### config.mk
export PLATFORM = sky130hd
export DESIGN_NAME = flit_deserializer_4_flat
export DESIGN_NICKNAME = d
export VERILOG_FILES = /design/src/rtl/flit_deserializer_4_if.sv /design/src/rtl/flit_deserializer_4.sv /design/src/flat_wrapper.sv
export SDC_FILE = /design/constraint.sdc
export NUM_CORES = 1
export LEC_CHECK = 0
export BUFFER_PORTS_ARGS = -buffer_cell sky130_fd_sc_hd__buf_2
export CORE_MARGIN = 2
export CORE_UTILIZATION = 26
export CTS_CLUSTER_SIZE = 14
export DETAILED_ROUTE_END_ITERATION = 10
export MAX_ROUTING_LAYER = met4
export PLACE_DENSITY = 0.55
export SLEW_MARGIN = 20
export SYNTH_ARGS = -nofsm -noshare
export SYNTH_HDL_FRONTEND = slang
export SYNTH_SLANG_ARGS = --single-unit
### constraint.sdc
create_clock -name clk -period 1.5 [get_ports clk]
set_input_delay 0.15 -clock clk [delete_from_list [all_inputs] [get_ports clk]]
set_output_delay 0.15 -clock clk [all_outputs]
set_load 0.005 [all_outputs]
### src/rtl/flit_deserializer_4_if.sv
// Flit/packet bus for the 4-flit deserializer.
// Carries the flit-side handshake (flit_in, flit_valid_in, flit_ready_out),
// the packet-side handshake (pkt_out, pkt_valid_out, pkt_ready_in) and the
// framing-error pulse (proto_err_out).
//   master : the environment view (drives flits, accepts packets)
//   slave  : the deserializer view (accepts flits, drives packets)
interface flit_deserializer_4_if #(
  parameter int WIDTH_PKT = 36
);
  localparam int WIDTH_FLIT = WIDTH_PKT / 4;

  logic [WIDTH_FLIT-1:0] flit_in;
  logic                  flit_valid_in;
  logic                  flit_ready_out;
  logic [WIDTH_PKT-1:0]  pkt_out;
  logic                  pkt_valid_out;
  logic                  pkt_ready_in;
  logic                  proto_err_out;

  modport master (
    output flit_in, flit_valid_in, pkt_ready_in,
    input  flit_ready_out, pkt_out, pkt_valid_out, proto_err_out
  );

  modport slave (
    input  flit_in, flit_valid_in, pkt_ready_in,
    output flit_ready_out, pkt_out, pkt_valid_out, proto_err_out
  );
endinterface

### src/rtl/flit_deserializer_4.sv
// Collects a 4-flit NoC packet (head, body, body, tail) arriving one flit per
// cycle into a single WIDTH_PKT word for the downstream depacketizer.
// Ports:
//   clk  : single rising-edge clock
//   rst  : synchronous active-high reset
//   bus  : flit_deserializer_4_if.slave
//          flit_in/flit_valid_in/flit_ready_out   flit handshake
//          pkt_out/pkt_valid_out/pkt_ready_in     packet handshake
//          proto_err_out                          one-cycle framing-error pulse
// Flit layout (F = WIDTH_PKT/4): bit F-1 valid, F-2 head, F-3 tail, then VC
// and address/data bits, all passed through untouched.
module flit_deserializer_4 #(
  parameter int WIDTH_PKT        = 36,
  parameter int VC_ADDRESS_WIDTH = 1,
  parameter int ADDRESS_WIDTH    = 4
) (
  input logic clk,
  input logic rst,
  flit_deserializer_4_if.slave bus
);
  localparam int WIDTH_FLIT = WIDTH_PKT / 4;

  // The header fields must fit in a flit and the packet must split evenly.
  if ((WIDTH_PKT % 4 != 0) ||
      (WIDTH_FLIT < 3 + VC_ADDRESS_WIDTH + ADDRESS_WIDTH)) begin : g_badWidth
    $error("flit_deserializer_4: illegal WIDTH_PKT for the header layout");
  end

  typedef enum logic [1:0] {IDLE, B1, B2, TAIL} state_t;

  state_t                r_state;
  state_t                w_nextState;
  logic [WIDTH_FLIT-1:0] r_slot3;
  logic [WIDTH_FLIT-1:0] r_slot2;
  logic [WIDTH_FLIT-1:0] r_slot1;
  logic [WIDTH_PKT-1:0]  r_pkt;
  logic                  r_pktValid;
  logic                  r_protoErr;

  logic w_flitReady;
  logic w_fire;
  logic w_isHead;
  logic w_isTail;
  logic w_loadSlot3;
  logic w_loadSlot2;
  logic w_loadSlot1;
  logic w_loadPkt;
  logic w_err;

  // Only the tail flit needs the output register, so it is the only flit that
  // can be back-pressured; a handshake on the output in the same cycle frees it.
  assign w_flitReady = (r_state != TAIL) | ~r_pktValid | bus.pkt_ready_in;

  // Flits with a cleared valid bit are consumed but otherwise ignored.
  assign w_fire   = bus.flit_valid_in & w_flitReady & bus.flit_in[WIDTH_FLIT-1];
  assign w_isHead = bus.flit_in[WIDTH_FLIT-2];
  assign w_isTail = bus.flit_in[WIDTH_FLIT-3];

  // Framing FSM: a head always restarts assembly (flagging an error if a
  // partial packet is thrown away), an early tail drops the partial packet,
  // and a tail slot without the tail bit still delivers but flags an error.
  always_comb begin
    w_nextState = r_state;
    w_loadSlot3 = 1'b0;
    w_loadSlot2 = 1'b0;
    w_loadSlot1 = 1'b0;
    w_loadPkt   = 1'b0;
    w_err       = 1'b0;
    if (w_fire) begin
      unique case (r_state)
        IDLE: begin
          if (w_isHead) begin
            w_loadSlot3 = 1'b1;
            w_nextState = B1;
          end else begin
            w_err = 1'b1;
          end
        end
        B1, B2: begin
          if (w_isHead) begin
            w_loadSlot3 = 1'b1;
            w_err       = 1'b1;
            w_nextState = B1;
          end else if (w_isTail) begin
            w_err       = 1'b1;
            w_nextState = IDLE;
          end else if (r_state == B1) begin
            w_loadSlot2 = 1'b1;
            w_nextState = B2;
          end else begin
            w_loadSlot1 = 1'b1;
            w_nextState = TAIL;
          end
        end
        TAIL: begin
          if (w_isHead) begin
            w_loadSlot3 = 1'b1;
            w_err       = 1'b1;
            w_nextState = B1;
          end else begin
            w_loadPkt   = 1'b1;
            w_err       = ~w_isTail;
            w_nextState = IDLE;
          end
        end
        default: w_nextState = IDLE;
      endcase
    end
  end

  // State, assembly slots and error pulse register.
  always_ff @(posedge clk) begin
    if (rst) begin
      r_state    <= IDLE;
      r_slot3    <= '0;
      r_slot2    <= '0;
      r_slot1    <= '0;
      r_protoErr <= 1'b0;
    end else begin
      r_state    <= w_nextState;
      r_protoErr <= w_err;
      if (w_loadSlot3) r_slot3 <= bus.flit_in;
      if (w_loadSlot2) r_slot2 <= bus.flit_in;
      if (w_loadSlot1) r_slot1 <= bus.flit_in;
    end
  end

  // Output register: a new packet wins over a same-cycle handshake so that
  // back-to-back packets stream without a bubble; otherwise pkt_out holds.
  always_ff @(posedge clk) begin
    if (rst) begin
      r_pkt      <= '0;
      r_pktValid <= 1'b0;
    end else if (w_loadPkt) begin
      r_pkt      <= {r_slot3, r_slot2, r_slot1, bus.flit_in};
      r_pktValid <= 1'b1;
    end else if (r_pktValid && bus.pkt_ready_in) begin
      r_pktValid <= 1'b0;
    end
  end

  assign bus.flit_ready_out = w_flitReady;
  assign bus.pkt_out        = r_pkt;
  assign bus.pkt_valid_out  = r_pktValid;
  assign bus.proto_err_out  = r_protoErr;
endmodule

### src/flat_wrapper.sv
// flat-port wrapper written by rule: the top's interface ports become plain ports
module flit_deserializer_4_flat 
#(
  parameter int WIDTH_PKT        = 36,
  parameter int VC_ADDRESS_WIDTH = 1,
  parameter int ADDRESS_WIDTH    = 4
)
  (clk, rst, bus_flit_in, bus_flit_valid_in, bus_pkt_ready_in, bus_flit_ready_out, bus_pkt_out, bus_pkt_valid_out, bus_proto_err_out);
  flit_deserializer_4_if #(.WIDTH_PKT(WIDTH_PKT)) bus_i ();
  input logic clk;
  input logic rst;
  input wire logic [$bits(bus_i.flit_in)-1:0] bus_flit_in;
  input wire logic [$bits(bus_i.flit_valid_in)-1:0] bus_flit_valid_in;
  input wire logic [$bits(bus_i.pkt_ready_in)-1:0] bus_pkt_ready_in;
  output wire logic [$bits(bus_i.flit_ready_out)-1:0] bus_flit_ready_out;
  output wire logic [$bits(bus_i.pkt_out)-1:0] bus_pkt_out;
  output wire logic [$bits(bus_i.pkt_valid_out)-1:0] bus_pkt_valid_out;
  output wire logic [$bits(bus_i.proto_err_out)-1:0] bus_proto_err_out;
  assign bus_i.flit_in = bus_flit_in;
  assign bus_i.flit_valid_in = bus_flit_valid_in;
  assign bus_i.pkt_ready_in = bus_pkt_ready_in;
  assign bus_flit_ready_out = bus_i.flit_ready_out;
  assign bus_pkt_out = bus_i.pkt_out;
  assign bus_pkt_valid_out = bus_i.pkt_valid_out;
  assign bus_proto_err_out = bus_i.proto_err_out;
  flit_deserializer_4 #(.WIDTH_PKT(WIDTH_PKT), .VC_ADDRESS_WIDTH(VC_ADDRESS_WIDTH), .ADDRESS_WIDTH(ADDRESS_WIDTH)) u_core (.clk(clk), .rst(rst), .bus(bus_i));
endmodule
## Word level (Yosys, flattened, before mapping)

Cells that the tools add are included.

- Equal/unequal tests: 5
- Reduce and logical (&&, ||, !) cells: 7
- Bitwise logic cells: 7
- Multiplexer cells: 28

Operators by type and width:

| cell | number |
|---|---|
| $mux W1 | 23 |
| $mux W2 | 3 |
| $pmux W2 S3 | 1 |
| $eq A2 B2 Y1 const B | 2 |
| $ne A2 B2 Y1 const B | 2 |
| $reduce_or A2 Y1 | 2 |
| $reduce_or A4 Y1 | 1 |
| $not A1 Y1 | 3 |
| $pmux W1 S3 | 1 |
| $and A1 B1 Y1 | 2 |
| $eq A2 B1 Y1 const B | 1 |
| $logic_not A2 Y1 | 1 |
| $or A1 B1 Y1 | 2 |
| $reduce_and A2 Y1 | 1 |
| $reduce_bool A2 Y1 | 1 |
| $logic_and A1 B1 Y1 | 1 |

- Output and inout bits: 39
- Flip-flop bits (word level): 67
- Input port bits: 13
- Word-level logic and storage cells: 54

## Longest topological paths before layout

- Depth in word-level cells: 7
- Gate-level depth with buffers: 6
- Depth with buffers taken out: 5

## Least setup slack after synthesis

OpenSTA, ideal clock, no wires.

- Path type: register to register
- Start point: register u_core.r_state[0]
- End point: register u_core.r_slot2[6]
- Data required time: 1.384 ns
- Stages on the path, launching flop included: 6
- Clock period less this slack: 1.470 ns
- Setup slack: 0.030 ns
- Buffers on the path: 0
- Library setup time: 0.116 ns
- Arrival time: 1.355 ns
- Cells stage by stage: dfxtp_1 inv_1 ha_1 nor3b_2 nand4_4 and3b_1

- Word-level cells in the longest chain between the ends: 6
- Elaborated cells between the ends (all ways): 13
- Those cells by class: eq/ne: 3; mux: 5; bitwise: 4; reduce/logical: 1

RTL lines:

| what | line | text |
|---|---|---|
| from (decl) | flit_deserializer_4.sv:31 | `state_t r_state;` |
| from (signal assigned) | flit_deserializer_4.sv:120 | `r_state <= w_nextState;` |
| $eq A2 B1 Y1 / $ne A2 B2 Y1 (equally long branches) | flit_deserializer_4.sv:70, flit_deserializer_4.sv:87, flit_deserializer_4.sv:52 |  |
| $mux W1 / $or A1 B1 Y1 (equally long branches) | flit_deserializer_4.sv:87, flit_deserializer_4.sv:52 |  |
| $mux W1 / $or A1 B1 Y1 (equally long branches) | flit_deserializer_4.sv:84, flit_deserializer_4.sv:52 |  |
| $mux W1 / $and A1 B1 Y1 (equally long branches) | flit_deserializer_4.sv:80, flit_deserializer_4.sv:55 |  |
| $mux W1 / $and A1 B1 Y1 (equally long branches) | flit_deserializer_4.sv:70, flit_deserializer_4.sv:55 |  |
| $mux W1 * | flit_deserializer_4.sv:69 | `if (w_fire) begin` |
| to (signal assigned) | flit_deserializer_4.sv:123 | `if (w_loadSlot2) r_slot2 <= bus.flit_in;` |
| to (decl) | flit_deserializer_4.sv:34 | `logic [WIDTH_FLIT-1:0] r_slot2;` |

Mark *: on every way between the ends. The rest lies on a longest branch, timed or not.
A chain may end at the register's enable or synchronous reset.

## Worst setup path in the final report

- Start point: register u_core.r_state[1]
- End point: output bus_flit_ready_out

- Word-level cells in the longest chain between the ends: 3

RTL lines:

| what | line | text |
|---|---|---|
| $ne A2 B2 Y1 | flit_deserializer_4.sv:52 | `assign w_flitReady = (r_state != TAIL) \| ~r_pktValid \| bus.pkt_ready_in;` |
| $or A1 B1 Y1 (2 in series) | flit_deserializer_4.sv:52 |  |
| to (decl) | flat_wrapper.sv:15 | `output wire logic [$bits(bus_i.flit_ready_out)-1:0] bus_flit_ready_out;` |

Every way passes these cells.

==> results.yml <==
logic_synthesis:
  synth-seq-area-share_pct: 49.58
  syn_area_sq_um: 2705
  async_flop_share_pct: 0
  synth_seq_cells: 67
  synth_edf_count: 0
  netlist_instances: 298
  ys_warn_count: 0
  synth.avg_cell_area_sq_um: 9.077
  ys_types: 35
  synth_nets: 315
  synth_ff_type: "dfxtp_1"
worst_setup_path:
  cp.arrival_ns: 1.39
  crit_path_top_delay_cell: "dfxtp_4"
  cp-startpoint: "u_core.r_state[1]"
  crit_path_start_kind: "register"
  path_class: "reg -> out"
  required_ns: 1.35
  path_max_fanout: 3
  worst-path-buf-inv: 3
  cp_top_family: "flip-flops"
  rr_startpoint: "u_core.r_state[1]"
  path_common_cell: "buf_6"
  end_kind: "primary output"
  cp_slowest_stage_delay_ns: 0.38
  crit_chain: "ha_4, and3b_2, inv_4, buf_6, buf_6"
clock_tree:
  cts_tree: "done"
  worstSkewPairLatency_ns: 0.34
  clockBufferDepth: 2
  numCtsBuffers: 9
  cts_max_level: 3
  root_buffer: "clkbuf_8"
  clk_pin_slew_ns: 0.07
  cts.sinks: 67
  cts_hold_buf: 0
sta:
  slew_headroom_pct: 78.35
  setup_viol: 7
  post-route-min-period_ns: 1.537
  grt_setup_unrepaired: "true"
  post-route-period-util_pct: 102.5
  fmax_ghz: 0.6504
  slew_violations: 0
  hold_viol_final: 0
  whs_ns: 0.08168
  finalClockSkew_ns: 0.008006
  worst_slew_pin_slew_ns: 0.3248
  worst_slack_ns: -0.03742
global_route:
  overflow: 0
  antenna_found_initial: 0
  track_usage_pct: 13.34
  grt_pass1_wl_mm: 11.39
  grt_pass1_vias: 2230
  grt_max_degree: 74
die:
  rows: 37
  dieArea_sq_um: 11240
  coreArea_sq_um: 10230
  start_util_pct: 26.44
  die_height_um: 106
  ios: 52
  die_w_um: 106
min_path:
  holdCritPathClass: "in -> reg"
  worstHoldStart: "bus_flit_in[3]"
route:
  vias: 2318
  ant_nets: 0
  wl_mm: 6.996
  drt-pass1-iter-count: 4
  drt_iter0_markers: 107
  drc: 0
  via_per_inst: 4.683
  wl_per_cell_um: 14.13
cells_and_area:
  fin_cells: 495
  area_delta_synth_final_pct: 28.12
  utilization_pct: 33.88
  fin_nets: 371
  seqCellArea_sq_um: 1349
  multiInputGateArea_sq_um: 1250
  drive_gt1_share_pct: 27.58
  n_fill_cell: 1101
  diodes: 0
power_and_ir_drop:
  ir_drop_v: 0.0004664
  p_leak_nw: 1.355
  power_density_nw_per_um2: 949.3
placement:
  post-place-cells: 472
  place_congestion: 0.7936
  portBuffers: 51
  dpl.hpwl_mm: 4.521
run_status:
  failed_checks: "setup timing"
  status: "finished with violations"
job:
  drv_cap: 0
synthesized netlist by cell type (all sizes together), types with 3 or more instances:
library cell,number,share of area [%]
a21oi,49,9.1
and3b,3,1.0
buf,11,3.2
clkbuf,16,2.3
dfxtp,67,50
ha,4,1.9
inv,5,0.69
mux2i,12,4.4
nand2b,20,4.6
nand3,42,7.8
nor2,4,0.55
nor3b,4,1.3
o21ai,41,7.6
registers in the layout, indices dropped and copies added, names as in the netlist:
name / count
u_core.bus.pkt_out: 36
u_core.r_slot1: 9
u_core.r_slot2: 9
u_core.r_slot3: 9
u_core.r_state: 2
u_core.bus.pkt_valid_out: 1
u_core.bus.proto_err_out: 1
metal layers:
layer  part of all wire (%)  global-route usage [%]  vias to the layer above
met1                     48                   16.72                     1088
met4                   0.40                   3.383                        0
li1                       -                       -                     1165
met5                      0                       -                        -
met2                     46                   20.28                       60
met3                    5.3                   5.089                        5
cells by family after synthesis:
kind of cell | share of synthesized area [%]
xor+xnor | 0.3238
flops | 49.58
simple gates | 19.29
mux | 4.441
compound gates | 18.32
fa+ha+maj | 1.850
buf+inv | 6.197
stage by stage:
| stage | cell area (sq um) | power, mW | TNS (ns) | worst slack [ns] |
|---|---|---|---|---|
| after global placement | 3152 | 1.982 | -0.3009 | -0.04847 |
| after floorplan | 2705 | 1.925 | 0 | 0.02983 |
| final | 3466 | 3.290 | -0.1490 | -0.03742 |
| after detailed placement | 3152 | 1.985 | -1.119 | -0.1215 |
| after CTS | 3427 | 3.331 | -0.08908 | -0.02602 |
| after global routing | 3466 | 3.443 | -1.089 | -0.1324 |
layout make-up:
type / instances / area share, %
flip-flops and latches: 67 / 38.92
clock buffers: 14 / 4.693
well taps: 136 / 4.910
repair buffers: 72 / 14.44
clock inverters: 2 / 0.2888
multi-input cells: 199 / 36.07
inverters: 5 / 0.6859
cell usage in the layout, fill, tap and decap left out, types with 3 or more instances in the layout:
cell,instances
nand3_1,42
buf_12,5
o21ai_0,39
mux2i_1,12
nand2b_1,20
clkbuf_8,11
a21oi_1,49
buf_2,50
clkbuf_1,3
nor3b_1,3
nor2_1,4
buf_6,6
buf_4,11
dfxtp_1,65
worst min-delay path, delay by kind of cell:
family	cells	cell delay, ns
buffers and inverters	1	0.12
AO/OA/AOI/OAI	1	0.05
AND/OR/NAND/NOR	1	0.06
final timing paths:
| kind | to | slack, ns | depth (start not counted) |
|---|---|---|---|
| max | bus_flit_ready_out | -0.04 | 5 |
| min | u_core.bus.pkt_out[3] | 0.08 | 3 |
| max reg2reg | u_core.r_slot1[4] | -0.03 | 6 |
| min reg2reg | u_core.bus.pkt_out[7] | 0.45 | 2 |
timing repair:
action,in CTS,in global routing
pin swaps,5,5
setup buffers,4,3
setup endpoints to repair,18,22
cloned,0,0
gates resized for setup,17,6
power by group:
part,switching (mW),internal [mW]
Combinational,0.0954,0.0642
Sequential,0.00832,1.79
Clock,0.646,0.687
(Power assumes the default switching activity.)
